**config.mk**
```make
export PLATFORM = sky130hd
export DESIGN_NAME = sdram_arbiter
export DESIGN_NICKNAME = d
export VERILOG_FILES = /design/src/rtl/sdram_arb_pkg.sv /design/src/rtl/sdram_arb_tag_fifo.sv /design/src/rtl/sdram_arbiter.sv
export SDC_FILE = /design/constraint.sdc
export NUM_CORES = 1
export LEC_CHECK = 0
export BUFFER_PORTS_ARGS = -buffer_cell sky130_fd_sc_hd__buf_2
export CORE_UTILIZATION = 32
export DETAILED_ROUTE_END_ITERATION = 12
export GPL_ROUTABILITY_DRIVEN = 0
export PLACE_DENSITY = 0.78
export SYNTH_ARGS = -nofsm -noshare
export SYNTH_HDL_FRONTEND = slang
export SYNTH_HIERARCHICAL = 1
export SYNTH_SLANG_ARGS = --single-unit
```
**constraint.sdc**
```tcl
create_clock -name clk_clk -period 2.8 [get_ports clk_clk]
set_input_delay 0.56 -clock clk_clk [delete_from_list [all_inputs] [get_ports clk_clk]]
set_output_delay 0.56 -clock clk_clk [all_outputs]
set_load 0.03 [all_outputs]
```
**src/rtl/sdram_arb_pkg.sv**
```systemverilog
// rtl/sdram_arb_pkg.sv - shared types and constants for the two-master SDRAM arbiter
package sdram_arb_pkg;

    typedef logic [1:0] arb_state_t;

    localparam arb_state_t ST_IDLE = 2'd0;
    localparam arb_state_t ST_OWN0 = 2'd1;
    localparam arb_state_t ST_OWN1 = 2'd2;

    typedef logic mid_t;

    localparam mid_t MID_M0 = 1'b0;
    localparam mid_t MID_M1 = 1'b1;

    localparam int unsigned DEF_MAX_PEND = 4;
    localparam int unsigned DEF_PTR_W    = $clog2(DEF_MAX_PEND);

endpackage

```
**src/rtl/sdram_arb_tag_fifo.sv**
```systemverilog
// rtl/sdram_arb_tag_fifo.sv - DEPTH x 1-bit master-id FIFO routing read responses in order
module sdram_arb_tag_fifo
    import sdram_arb_pkg::*;
#(
    parameter int unsigned DEPTH = DEF_MAX_PEND,
    localparam int unsigned PTR_W = $clog2(DEPTH)
) (
    input  logic             clk,
    input  logic             rst_n,
    input  logic             push,
    input  logic             push_id,
    input  logic             pop,
    output logic             head,
    output logic [PTR_W:0]   count,
    output logic             full,
    output logic             empty
);

    logic [DEPTH-1:0] mem_q, mem_d;
    logic [PTR_W-1:0] wr_ptr_q, wr_ptr_d;
    logic [PTR_W-1:0] rd_ptr_q, rd_ptr_d;
    logic [PTR_W:0]   count_q, count_d;
    logic             push_ok;
    logic             pop_ok;

    assign full    = (count_q == (PTR_W+1)'(DEPTH));
    assign empty   = (count_q == '0);
    assign count   = count_q;
    assign head    = mem_q[rd_ptr_q];
    assign push_ok = push & ~full;
    assign pop_ok  = pop & ~empty;

    // DEPTH is a power of two, so the pointers wrap naturally
    always_comb begin
        mem_d    = mem_q;
        wr_ptr_d = wr_ptr_q;
        rd_ptr_d = rd_ptr_q;
        count_d  = count_q;
        if (push_ok) begin
            mem_d[wr_ptr_q] = push_id;
            wr_ptr_d        = wr_ptr_q + 1'b1;
        end
        if (pop_ok) begin
            rd_ptr_d = rd_ptr_q + 1'b1;
        end
        case ({push_ok, pop_ok})
            2'b10:   count_d = count_q + 1'b1;
            2'b01:   count_d = count_q - 1'b1;
            default: count_d = count_q;
        endcase
    end

    always_ff @(posedge clk or negedge rst_n) begin
        if (!rst_n) begin
            mem_q    <= '0;
            wr_ptr_q <= '0;
            rd_ptr_q <= '0;
            count_q  <= '0;
        end else begin
            mem_q    <= mem_d;
            wr_ptr_q <= wr_ptr_d;
            rd_ptr_q <= rd_ptr_d;
            count_q  <= count_d;
        end
    end

endmodule

```
**src/rtl/sdram_arbiter.sv**
```systemverilog
// rtl/sdram_arbiter.sv - round-robin two-master Avalon-MM arbiter for the SDRAM slave
// Optional grant locking is built with SDRAM_ARB_LOCK_EN defined.
module sdram_arbiter
    import sdram_arb_pkg::*;
#(
    parameter int unsigned ADDR_W   = 24,
    parameter int unsigned DATA_W   = 16,
    parameter int unsigned BE_W     = 2,
    parameter int unsigned MAX_PEND = 4
) (
    input  logic              clk_clk,
    input  logic              reset_reset_n,
    input  logic [ADDR_W-1:0] m0_address,
    input  logic              m0_read,
    input  logic              m0_write,
    input  logic [BE_W-1:0]   m0_byteenable,
    input  logic [DATA_W-1:0] m0_writedata,
    output logic              m0_waitrequest,
    output logic              m0_readdatavalid,
    output logic [DATA_W-1:0] m0_readdata,
    input  logic [ADDR_W-1:0] m1_address,
    input  logic              m1_read,
    input  logic              m1_write,
    input  logic [BE_W-1:0]   m1_byteenable,
    input  logic [DATA_W-1:0] m1_writedata,
    output logic              m1_waitrequest,
    output logic              m1_readdatavalid,
    output logic [DATA_W-1:0] m1_readdata,
`ifdef SDRAM_ARB_LOCK_EN
    input  logic              m0_lock,
    input  logic              m1_lock,
`endif
    output logic [ADDR_W-1:0] s_address,
    output logic              s_read,
    output logic              s_write,
    output logic [BE_W-1:0]   s_byteenable,
    output logic [DATA_W-1:0] s_writedata,
    input  logic              s_waitrequest,
    input  logic              s_readdatavalid,
    input  logic [DATA_W-1:0] s_readdata,
    output logic              rsp_err
);

    localparam int unsigned CNT_W = $clog2(MAX_PEND) + 1;

    arb_state_t state_q, state_d;
    mid_t       rr_last_q, rr_last_d;
    logic       rsp_err_q, rsp_err_d;
`ifdef SDRAM_ARB_LOCK_EN
    logic       lock_q, lock_d;
    logic       lock_x;
`endif

    logic             req0, req1, req_own, req_oth;
    logic             owning, own;
    arb_state_t       oth_state;
    logic             accept, push, pop;
    logic             pend_full, fifo_empty;
    mid_t             fifo_head;
    logic [CNT_W-1:0] pend_cnt;

    assign req0   = m0_read | m0_write;
    assign req1   = m1_read | m1_write;
    assign owning = (state_q == ST_OWN0) | (state_q == ST_OWN1);
    assign own    = (state_q == ST_OWN1);

    assign req_own   = own ? req1 : req0;
    assign req_oth   = own ? req0 : req1;
    assign oth_state = own ? ST_OWN0 : ST_OWN1;

    assign s_address    = own ? m1_address    : m0_address;
    assign s_byteenable = own ? m1_byteenable : m0_byteenable;
    assign s_writedata  = own ? m1_writedata  : m0_writedata;
    assign s_read       = owning & (own ? m1_read : m0_read) & ~pend_full;
    assign s_write      = owning & (own ? m1_write : m0_write);

    assign accept = (s_read | s_write) & ~s_waitrequest;
    assign push   = s_read & ~s_waitrequest;
    assign pop    = s_readdatavalid & ~fifo_empty;

    assign m0_waitrequest = (state_q == ST_OWN0) ? (s_waitrequest | (m0_read & pend_full)) : 1'b1;
    assign m1_waitrequest = (state_q == ST_OWN1) ? (s_waitrequest | (m1_read & pend_full)) : 1'b1;

    // Responses are routed with no added latency by the FIFO head tag
    assign m0_readdatavalid = pop & (fifo_head == MID_M0);
    assign m1_readdatavalid = pop & (fifo_head == MID_M1);
    assign m0_readdata      = s_readdata;
    assign m1_readdata      = s_readdata;

    assign rsp_err   = rsp_err_q;
    assign rsp_err_d = rsp_err_q | (s_readdatavalid & fifo_empty);

`ifdef SDRAM_ARB_LOCK_EN
    assign lock_x = own ? m1_lock : m0_lock;
`endif

    always_comb begin
        state_d   = state_q;
        rr_last_d = rr_last_q;
`ifdef SDRAM_ARB_LOCK_EN
        lock_d    = lock_q;
`endif
        case (state_q)
            ST_IDLE: begin
                if (req0 & req1)   state_d = rr_last_q ? ST_OWN0 : ST_OWN1;
                else if (req0)     state_d = ST_OWN0;
                else if (req1)     state_d = ST_OWN1;
            end
            ST_OWN0, ST_OWN1: begin
                if (accept) begin
                    rr_last_d = own;
`ifdef SDRAM_ARB_LOCK_EN
                    lock_d = lock_x;
                    if (!lock_x && req_oth) state_d = oth_state;
`else
                    if (req_oth) state_d = oth_state;
`endif
                end else if (!req_own
`ifdef SDRAM_ARB_LOCK_EN
                             && !lock_q
`endif
                            ) begin
                    state_d = req_oth ? oth_state : ST_IDLE;
                end
            end
            default: state_d = ST_IDLE;
        endcase
    end

    always_ff @(posedge clk_clk or negedge reset_reset_n) begin
        if (!reset_reset_n) begin
            state_q   <= ST_IDLE;
            rr_last_q <= MID_M1;
            rsp_err_q <= 1'b0;
`ifdef SDRAM_ARB_LOCK_EN
            lock_q    <= 1'b0;
`endif
        end else begin
            state_q   <= state_d;
            rr_last_q <= rr_last_d;
            rsp_err_q <= rsp_err_d;
`ifdef SDRAM_ARB_LOCK_EN
            lock_q    <= lock_d;
`endif
        end
    end

    sdram_arb_tag_fifo #(
        .DEPTH (MAX_PEND)
    ) u_tag_fifo (
        .clk     (clk_clk),
        .rst_n   (reset_reset_n),
        .push    (push),
        .push_id (own),
        .pop     (pop),
        .head    (fifo_head),
        .count   (pend_cnt),
        .full    (pend_full),
        .empty   (fifo_empty)
    );

    a_pend_bound: assert property (@(posedge clk_clk) disable iff (!reset_reset_n)
        pend_cnt <= CNT_W'(MAX_PEND));

endmodule

```
# [Yosys cells after proc, flatten, opt, wreduce, memory -nomap -nowiden]
# Index checks and enable logic that the tools add are counted.
[word_totals] in_bits=108 output_inout_bits=81 ff_bits=15 word_cells=79
[op_classes] n_lt_le_gt_ge=3 bitwise=25 eq_ne=8 n_reduce_logical=7 n_mux=25 add_sub_neg=4
[ops] operator="$mux W24" count=1
[ops] operator="$mux W2" count=10
[ops] operator="$mux W16" count=1
[ops] operator="$and A1 B1 Y1" count=14
[ops] operator="$mux W1" count=8
[ops] operator="$or A1 B1 Y1" count=7
[ops] operator="$lt A2 B3 Y1 const B" count=2
[ops] operator="$ne A3 B3 Y1 const B" count=2
[ops] operator="$pmux W3 S2" count=1
[ops] operator="$add A2 B1 Y2 const B" count=2
[ops] operator="$bwmux W4" count=1
[ops] operator="$eq A2 B1 Y1 const B" count=2
[ops] operator="$eq A2 B2 Y1 const B" count=2
[ops] operator="$ne A4 B4 Y1 const B" count=1
[ops] operator="$not A1 Y1" count=4
[ops] operator="$pmux W2 S2" count=1
[ops] operator="$add A3 B1 Y3 const B" count=1
[ops] operator="$eq A3 B3 Y1 const B" count=1
[ops] operator="$logic_not A3 Y1" count=1
[ops] operator="$reduce_and A3 Y1" count=1
[ops] operator="$sub A3 B1 Y3 const B" count=1
[ops] operator="$bmux W1 S2" count=1
[ops] operator="$demux W1 S2" count=1
[ops] operator="$ge A2 B1 Y1 const B" count=1
[ops] operator="other kinds (5)" count=5

# [Depth between registers and ports, before layout]
# Gate-level depths: netlist (run 1).
[depth] word_depth=8 depth_mapped=14 ltp_nobuf=12

# [Hierarchy]
# The synthesis (run 1) kept the hierarchy.
[by_module_without_submodules] module="sdram_arbiter" cells_each=128 n_inst=1 area_per_inst_um2=1189.9 seq_area_each_um2=101.3
[by_module_without_submodules] module="sdram_arb_tag_fifo" cells_each=54 n_inst=1 area_per_inst_um2=605.6 seq_area_each_um2=275.3

# [Worst setup path before layout (run 1)]
# Ideal clock, no wire load.
[synth_path] path_type="register -> register" from="register state_q[0]" to="register u_tag_fifo.count_q[2], in the netlist u_tag_fifo/count[2]" path_stages_with_launch=15 setup_ns=0.079 path_buffers=2 slack_ns=0.176 required_ns=2.721 arrival_time_ns=2.544 period_less_slack_ns=2.624 path_cell_list="dfrtp_1 inv_1 ha_1 buf_6 mux2_4 nand3b_1 nor2_1 nand2b_1 buf_6 ha_1 inv_1 fa_1 xor2_1 nor2_1 xor2_1"
[synth_between] elab_chain_cells=8 word_cells_on_any_way=12 cone_classes="eq/ne: 4; mux: 2; bitwise: 5; reduce/logical: 1"
[synth_lines] element="start: declaration" line_no="sdram_arbiter.sv:46" source="arb_state_t state_q, state_d;"
[synth_lines] element="start signal: assignment" line_no="sdram_arbiter.sv:139" source="state_q <= state_d;"
[synth_lines] element="$eq A2 B2 Y1 (*)" line_no="sdram_arbiter.sv:65" source="assign own = (state_q == ST_OWN1);"
[synth_lines] element="named net own" line_no="sdram_arbiter.sv:55" source="logic owning, own;"
[synth_lines] element="$or A1 B1 Y1 / $mux W1 (equally long branches)" line_no="sdram_arbiter.sv:64, sdram_arbiter.sv:74"
[synth_lines] element="$and A1 B1 Y1 (*) (2 in a row)" line_no="sdram_arbiter.sv:74" source="assign s_read = owning & (own ? m1_read : m0_read) & ~pend_full;"
[synth_lines] element="$and A1 B1 Y1 (*)" line_no="sdram_arbiter.sv:78" source="assign push = s_read & ~s_waitrequest;"
[synth_lines] element="named net push" line_no="sdram_arbiter.sv:57" source="logic accept, push, pop;"
[synth_lines] element="$and A1 B1 Y1 (*)" line_no="sdram_arb_tag_fifo.sv:30" source="assign push_ok = push & ~full;"
[synth_lines] element="$eq A2 B1 Y1 / $eq A2 B2 Y1 (equally long branches)" line_no="sdram_arb_tag_fifo.sv:46" source="case ({push_ok, pop_ok})"
[synth_lines] element="$pmux W3 S2 / $reduce_bool A2 Y1 (equally long branches)"
[synth_lines] element="end signal: assignment" line_no="sdram_arb_tag_fifo.sv:63" source="count_q <= count_d;"
[synth_lines] element="end: declaration" line_no="sdram_arb_tag_fifo.sv:22" source="logic [PTR_W:0] count_q, count_d;"
# Mark *: on every way through the listed nets, which the timed path passes. The rest lies on a longest branch.
# A chain may end at the register's enable or synchronous reset.

# [Worst setup path in the final report (run 1)]
[layout_path] from="register state_q[0]" to="output s_write"
[layout_between] elab_chain_cells=3 word_cells_on_any_way=5 cone_classes="eq/ne: 2; mux: 1; bitwise: 2"
[layout_lines] element="$eq A2 B2 Y1 (*)" line_no="sdram_arbiter.sv:65"
[layout_lines] element="named net own" line_no="sdram_arbiter.sv:55"
[layout_lines] element="$or A1 B1 Y1 / $mux W1 (equally long branches)" line_no="sdram_arbiter.sv:64, sdram_arbiter.sv:75"
[layout_lines] element="$and A1 B1 Y1 (*)" line_no="sdram_arbiter.sv:75" source="assign s_write = owning & (own ? m1_write : m0_write);"
[layout_lines] element="end: declaration" line_no="sdram_arbiter.sv:35" source="output logic s_write,"
# Marked as above.

==> metrics.md, run 1 <==
| Metric | Value |
|---|---|
| ANT nets after route | 0 |
| CP Capture Type | output pin |
| Crit path time final | 2670 ps |
| Die area | 5910 sq um |
| Power per Cell Area | 1100 nW/um^2 |
| Clk slew on worst S/H paths | 70 ps |
| Type of origin of the critical path | flop |
| Cell Area, Synth | 1800 sq um |
| Tightest Hold Check Type | input pin to async pin |
| Yosys cell types | 37 |
| Number of setup buffers added after CTS | 0 |
| Critical-path cell list | inv_1 -> ha_2 -> buf_6 -> mux2_2 -> and2_2 -> buf_2 |
| Max Clk Rate | 375 MHz |
| Req. time, crit path | 2240 ps |
| Initial antenna violation count | 0 |
| WL/cell | 15.9 microns |
| Setup slack, reg-to-reg | 310 ps |
| Hold_buf cts | 0 |
| Max incr delay on CP | 410 ps |
| Crit-path slowest cell | mux2_2 |
| CTS Buf Count | 3 |
| Mapped Cells | 182 |
| Max-cap viol count | 0 |
| Skew final | 1.53 ps |
| Worst slew margin | 77.8% |
| Synthesis-stage register bit count | 15 |
| Crit Path Class | flop to output pin |
| Layout net count | 413 |
| Number of H-tree levels | 1 |
| Post-place setup slack | 254 ps |
| FP Rows | 26 |
| Worst r2r src | state_q[0]$_DFFE_PN0P_ |
| CP arrival | 2110 ps |
| Port Buffers | 140 |
| GRT Util Overall | 18.9% |
| Most frequent cells in the layout | buf_2 (140), mux2_2 (43), dfrtp_1 (14) |
| Clock Latency Late Sink | 250 ps |
| Status | finished clean |
| Final setup violation count | 0 |
| Register area share after synthesis | 21.0% |
| Unrepaired setup endpoints after global routing | false |
| Initial DRC Count | 95 |
| Final hold vios | 0 |
| Share of cells above drive strength 1 | 69.6% |
| Area grow syn2layout | 33.4% |
| Drt total wl | 5770 microns |
| Pins over their slew limit | 0 |
| Root Buffer | clkbuf_8 |
| GRT overflow | 0 |
| Largest net degree at the start of global routing | 35 |
| Synthesized netlist net count | 301 |
| Maximum vdd ir drop | 0.576 mV |
| R2r worst-path depth | 7 |
| Initial Util | 34.1% |
| Period utilisation layout | 95.2% |
| Critical path buffer and inverter count | 3 |
| Commonest non-fill, non-tap cell in the layout | buf_2 |
| Vias in the first global route | 1688 |
| Sum of negative setup slack | 0 ps |
| Vias per inst | 4.63 |
| Hpwl dp | 4920 microns |
| CTS max path bufs | 2 |
| Worst reg2reg endpoint | state_q[0]$_DFFE_PN0P_ |
| Delay-heaviest family, CP | buffers and inverters |
| Actual slew at the worst max-slew pin | 324 ps |
| Ys Warns | 6 |
| Drt first pass iters | 4 |
| Die Height | 76.9 microns |
| Core area | 5270 sq um |
| Diode count | 0 |
| Die width | 76.9 microns |
| CTS tree | built |
| LEAKAGE | 1.24 nW |
| DRC | 0 |
| Fillers | 517 |
| First-pass GRT wire length | 8590 microns |
| Setup ws final | 133 ps |
| Via count | 1680 |
| Crit Path Max Fanout | 34 |
| # IOs | 189 |
| Clock sink count | 15 |
| Syn Area/Cell | 9.87 sq um |
-- cell usage after synthesis --
master    count  area, sq um
ha_1         10          125
mux4_2        1         22.5
a211o_2       1         10.0
o31a_2        1         10.0
and2_2        1         7.51
nor2b_1       2         12.5
nand2b_1      1         6.26
mux2i_1       4         40.0
a21o_1        1         7.51
nor2_1        4         15.0
o21ba_1       1         10.0
nor3b_4       1         18.8
nor3_1        3         15.0
xnor2_1       3         26.3
xor2_1        3         26.3
buf_4        32          240
a32oi_1       1         8.76
mux2_2       43          484
fa_1          1         20.0
mux2_4        2         30.0
a21oi_1       1         5.00
a221o_1       1         10.0
or3b_2        2         17.5
nor3b_1       2         15.0
a32oi_4       1         27.5
nand2_1      13         48.8
nand3_1       2         10.0
a221oi_1      1         8.76
clkbuf_1      4         15.0
or3_1         1         6.26
nand3b_1      1         7.51
o21ai_0       9         45.0
inv_1        10         37.5
and2_1        1         6.26
buf_6         2         22.5
dfstp_2       1         26.3
dfrtp_1      14          350
-- registers in the layout, indices dropped and copies added (netlist names) --
register / flops
u_tag_fifo/mem_q: 4
u_tag_fifo/count: 3
state_q: 2
u_tag_fifo/rd_ptr_q: 2
u_tag_fifo/wr_ptr_q: 2
rr_last_q: 1
rsp_err: 1
-- report_power, final --
part	internal (mW)	switching (mW)	total [mW]
clock	0.0988	0.0852	0.184
sequential	0.332	0.102	0.434
combinational	0.830	1.19	2.02
-- layout make-up --
class | instances | area (sq um) | share of cell area [%]
multi-input combinational | 119 | 1110 | 46.2
clock buffer | 3 | 41.3 | 1.72
sequential | 15 | 377 | 15.7
timing repair buffer | 145 | 742 | 31.0
tap | 70 | 87.6 | 3.66
inverter | 10 | 37.5 | 1.57
clock inverter | 1 | 5.00 | 0.209
-- cell families (layout without fill, tap and decap cells) --
| group | Yosys count | in the layout | synth area share [%] |
|---|---|---|---|
| xor gates and xnor gates | 6 | 6 | 2.93 |
| AOI/OAI and AO/OA | 18 | 18 | 7.94 |
| adders and majority gates | 11 | 11 | 8.08 |
| and+or+nand+nor | 34 | 34 | 10.4 |
| DFF | 15 | 15 | 21.0 |
| muxes | 50 | 50 | 32.1 |
| buffers and inverters | 48 | 159 | 17.6 |
-- worst max path at each step --
| stage | depth (start not counted) | to | slack (ps) | from |
|---|---|---|---|---|
| finish | 6 | s_write | 130 | state_q[0]$_DFFE_PN0P_ |
| global route | 6 | s_write | 40 | state_q[0]$_DFFE_PN0P_ |
| CTS | 6 | s_write | 50 | state_q[0]$_DFFE_PN0P_ |
| detailed placement | 7 | state_q[0]$_DFFE_PN0P_ | 250 | state_q[0]$_DFFE_PN0P_ |
| global placement | 6 | s_write | 390 | state_q[0]$_DFFE_PN0P_ |
| floorplan | 14 | u_tag_fifo/count[2]$_DFFE_PN0P_ | 180 | state_q[0]$_DFFE_PN0P_ |
-- repair_timing --
item,CTS,global route
gates resized for setup,0,1
endpoints found under the hold margin,0,0
endpoints found under the setup margin,0,1
-- per-stage QoR --
step                utilization [%]  cells  area [sq um]  power [mW]  hold WS, ps
floorplan                         -    182          1800        2.01          264
global placement               44.5    359          2350        2.40          437
detailed placement             44.5    359          2350        2.43          445
CTS                            45.4    363          2390        2.63          222
global route                   45.5    363          2400        2.79          243
finish                         45.5    363          2400        2.64          210
-- routing by layer --
layer / up-vias / share of wire, % / GRT usage, %
li1: 820 / - / -
met4: 0 / 0.47 / 1.92
met5: - / 0 / 0
met1: 746 / 46 / 25.8
met2: 110 / 44 / 29.9
met3: 4 / 9.7 / 6.07
Power figures use the tool's default switching activity.
==> run 2: changes to the inputs <==
--- a/constraint.sdc
+++ b/constraint.sdc
@@ -3,2 +3,2 @@
 set_output_delay 0.56 -clock clk_clk [all_outputs]
-set_load 0.03 [all_outputs]
+set_load 0.02 [all_outputs]
==> run 2 against run 1 <==
  * Design area about the same
  * Cell count fell by 0.28%
  * Die area unchanged
  * Register-to-register slack barely moved
  * Clock skew grew 1.7 ps
  * Sequential cell count stayed put
  * Clock power about the same
  * Utilization barely moved
  * Maximum frequency is 2.2% higher
  * Critical path depth did not move
  * Largest power group unchanged
==> metrics.md, run 2 (synthesized netlist as in run 1, its figures left out) <==
| Metric | Value |
|---|---|
| Fin util | 45.5% |
| FP Rows | 26 |
| Setup ws final | 191 ps |
| First-pass GRT wire length | 8720 microns |
| Drt total wl | 5620 microns |
| CP Capture Type | output pin |
| CP arrival | 2050 ps |
| Power per Cell Area | 1010 nW/um^2 |
| Hold_ws | 218 ps |
| Crit Path Class | flop to output pin |
| Number of setup buffers added after CTS | 0 |
| GRT overflow | 0 |
| Tightest Hold Check Type | input pin to async pin |
| Via count | 1721 |
| Drt first pass iters | 4 |
| Commonest non-fill, non-tap cell in the layout | buf_2 |
| Final instance area | 2400 sq um |
| Area grow syn2layout | 33.5% |
| Worst slew margin | 75.2% |
| Clock sink count | 15 |
| CTS Buf Count | 3 |
| Core area | 5270 sq um |
| Layout net count | 412 |
| LEAKAGE | 1.23 nW |
| Pins over their slew limit | 0 |
| Die area | 5910 sq um |
| Clk slew on worst S/H paths | 70 ps |
| Placed cells | 358 |
| Max FFs per register | 4 |
| Type of origin of the critical path | flop |
| Clock Latency Late Sink | 250 ps |
| Final Power | 2.43 mW |
| Initial antenna violation count | 0 |
| Top routing layer used | met4 |
| Die Height | 76.9 microns |
| # IOs | 189 |
| Sum of negative setup slack | 0 ps |
| Die width | 76.9 microns |
| Share of cells above drive strength 1 | 69.5% |
| DRC | 0 |
| Worst Setup SP | state_q[0]$_DFFE_PN0P_ |
| Skew final | 3.20 ps |
| Post-place setup slack | 339 ps |
| WL/cell | 15.5 microns |
| Initial Util | 34.1% |
| Wl on met1 | 2510 microns |
| Final setup violation count | 0 |
| Worst r2r src | state_q[0]$_DFFE_PN0P_ |
| Most frequent cells in the layout | buf_2 (140), mux2_2 (43), dfrtp_1 (14) |
| Maximum vdd ir drop | 0.504 mV |
| Fillers | 533 |
| Unrepaired setup endpoints after global routing | false |
| Final hold vios | 0 |
| Largest net degree at the start of global routing | 51 |
| Placed Area | 2350 sq um |
| Port Buffers | 140 |
| Max-cap viol count | 0 |
| Vias in the first global route | 1693 |
| Status | finished clean |
| Actual slew at the worst max-slew pin | 372 ps |
| Met3 routed WL | 561 microns |
| Hpwl dp | 4830 microns |
| Crit Path Max Fanout | 50 |
| Max Clk Rate | 383 MHz |
| Vias per inst | 4.75 |
| Req. time, crit path | 2240 ps |
| Diode count | 0 |
| Crit path time final | 2610 ps |
| CTS max path bufs | 2 |
| CTS tree | built |
| Hold_buf cts | 0 |
| Number of H-tree levels | 1 |
| Non-Filler Instances | 362 |
| Period utilisation layout | 93.2% |
| Initial DRC Count | 61 |
| GRT Util Overall | 19.4% |
| ANT nets after route | 0 |
| Post-CTS sizing | 0 |
| Top reg by flops | u_tag_fifo/mem_q |
| Routed wl met2 | 2540 microns |
| Root Buffer | clkbuf_8 |
[run 2: final timing paths]
| kind | end | slack [ps] | cells past startpoint |
|---|---|---|---|
| max | s_write | 190 | 6 |
| min | rsp_err$_DFF_PN0_ | 220 | 1 |
| min reg2reg | rsp_err$_DFF_PN0_ | 460 | 1 |
| max reg2reg | u_tag_fifo/count[2]$_DFFE_PN0P_ | 300 | 12 |
| max in group asynchronous | rr_last_q$_DFFE_PN1P_ | 2270 | 1 |
| min in group clk_clk | rsp_err$_DFF_PN0_ | 460 | 1 |
[run 2: layout make-up]
type	instances	area, sq um	area share (%)
inverters	10	37.5	1.57
multi-input cells	119	1110	46.1
flip-flops and latches	15	377	15.7
clock inverters	1	5.00	0.209
well taps	70	87.6	3.65
clock buffers	3	41.3	1.72
repair buffers	144	743	31.0
[run 2: power breakdown]
part | internal, mW | switching [mW]
sequential | 0.332 | 0.102
clock | 0.0986 | 0.0830
combinational | 0.833 | 0.981
total | 1.26 | 1.17
[run 2: layer usage]
layer | up-vias | global-route usage [%]
met5 | - | 0
met2 | 96 | 29.6
met3 | 2 | 5.71
li1 | 820 | -
met4 | 0 | 2.69
met1 | 803 | 27.2
[run 2: critical path, stage by stage (launching register included)]
cell and delay, ps:
dfrtp_1 410, inv_1 140, ha_2 240, buf_12 260, mux2_2 400, and2_2 190
buf_2 160
==> run 3: changes to the inputs <==
Settings changed: CORE_UTILIZATION 32 to 36, CTS_CLUSTER_SIZE set to 25, PLACE_DENSITY 0.78 to 0.82.
Clock period 2.8 ns to 2.45 ns, I/O delays scaled along.
==> run 3 against run 2 <==
  * Die area decreased by 11%
  * Total power up 16%
  * Utilization increased by 5.9 points
  * Cell count stayed put
  * Hold slack lost 76 ps
  * Register-to-register slack got worse by 170 ps
  * Largest power group unchanged
==> metrics.md, run 3 (synthesized netlist as in run 1, its figures left out) <==
| Metric | Value |
|---|---|
| Status | finished clean |
| GRT Util Overall | 21.0% |
| Worst slew margin | 73.3% |
| Die Height | 72.6 microns |
| Vias in the first global route | 1638 |
| Pins over their slew limit | 0 |
| Actual slew at the worst max-slew pin | 399 ps |
| Number of H-tree levels | 1 |
| Placed cells | 357 |
| Fin util | 51.4% |
| Hpwl dp | 4810 microns |
| Share of cells above drive strength 1 | 71.2% |
| Layout net count | 415 |
| Final setup violation count | 0 |
| CTS Buf Count | 3 |
| Crit path time final | 2330 ps |
| CTS tree | built |
| Clock Latency Late Sink | 250 ps |
| Unrepaired setup endpoints after global routing | false |
| Largest net degree at the start of global routing | 26 |
| WL/cell | 15.5 microns |
| Final instance area | 2440 sq um |
| Vias per inst | 4.75 |
| Drt total wl | 5610 microns |
| Max Clk Rate | 429 MHz |
| Root Buffer | clkbuf_8 |
| Initial DRC Count | 42 |
| DRC | 0 |
| Most frequent cells in the layout | buf_2 (140), mux2_2 (43), dfrtp_1 (14) |
| Placed Area | 2380 sq um |
| Power per Cell Area | 1160 nW/um^2 |
| CTS max path bufs | 2 |
| Req. time, crit path | 1960 ps |
| CP Capture Type | output pin |
| Type of origin of the critical path | flop |
| Clock sink count | 15 |
| Top reg by flops | u_tag_fifo/mem_q |
| Port Buffers | 140 |
| Core area | 4750 sq um |
| FF/Latch Area | 377 sq um |
| Via count | 1720 |
| LEAKAGE | 1.25 nW |
| Area grow syn2layout | 36.1% |
| # IOs | 189 |
| FP Rows | 25 |
| Skew final | 0.792 ps |
| Sum of negative setup slack | 0 ps |
| Die width | 72.6 microns |
| Tightest Hold Check Type | input pin to async pin |
| Clk slew on worst S/H paths | 60 ps |
| Die area | 5270 sq um |
| Period utilisation layout | 95.2% |
| CP arrival | 1840 ps |
| Maximum vdd ir drop | 0.433 mV |
| Max-cap viol count | 0 |
| ANT nets after route | 0 |
| Initial antenna violation count | 0 |
| Max FFs per register | 4 |
| Crit Path Class | flop to output pin |
| Drt first pass iters | 4 |
| Non-Filler Instances | 362 |
| Diode count | 0 |
| GRT overflow | 0 |
| Commonest non-fill, non-tap cell in the layout | buf_2 |
| Fillers | 457 |
| First-pass GRT wire length | 8310 microns |
| Final hold vios | 0 |
| Multi-input gate area | 1130 sq um |
| Initial Util | 37.8% |
| Crit Path Max Fanout | 25 |
[run 3: where the power goes]
part | switching [mW] | internal [mW]
clock | 0.0882 | 0.113
sequential | 0.119 | 0.380
combinational | 1.12 | 1.01
[run 3: worst paths after layout]
check                                             from                                 end  slack, ps  depth (start not counted)
worst max-delay path            state_q[0]$_DFFE_PN0P_                             s_write        120                          6
worst min-delay path                     reset_reset_n  u_tag_fifo/rd_ptr_q[0]$_DFFE_PN0P_        140                          1
worst max register to register  state_q[0]$_DFFE_PN0P_     u_tag_fifo/count[2]$_DFFE_PN0P_        130                         12
worst min register to register       rsp_err$_DFF_PN0_                   rsp_err$_DFF_PN0_        460                          1
max in group asynchronous                reset_reset_n               rr_last_q$_DFFE_PN1P_       2000                          1
min in group clk_clk                   s_readdatavalid                   rsp_err$_DFF_PN0_        450                          2
[run 3: cell type report]
| type | count | area share [%] |
|---|---|---|
| clock buffer | 3 | 1.69 |
| clock inverter | 1 | 0.205 |
| inverter | 10 | 1.54 |
| multi-input combinational | 119 | 46.4 |
| sequential | 15 | 15.4 |
| tap | 67 | 3.43 |
| timing repair buffer | 147 | 31.3 |
[run 3: layer usage]
layer  part of all wire, %  vias to the layer above  track usage, %  routed length (microns)
met1                    40                      796            25.4                     2270
met2                    48                       96            33.5                     2700
met4                  0.54                        0            3.70                       30
met3                    11                        4            10.8                      609
met5                     0                        -               0                        0
li1                      -                      824               -                        -
[run 3: through the flow]
step                hold slack (ps)  setup slack, ps  power [mW]
floorplan                       194             24.6        2.10
global placement                409              195        2.53
detailed placement              414             86.8        2.59
CTS                             141             17.9        2.82
global route                    159             19.7        3.04
finish                          142              117        2.82
[run 3: what timing repair did]
item                                   in CTS  in global routing
setup endpoints to repair                   1                  2
pin swaps                                   0                  0
buffers inserted                            0                  1
gates resized for setup                     1                  2
hold buffers                                0                  0
endpoints found under the hold margin       0                  0
[run 3: critical path: stages (launching register included)]
cell and delay, ps:
dfrtp_1 410, inv_2 90, ha_4 170, buf_12 170, mux2_2 380, and2_2 210, buf_2 160
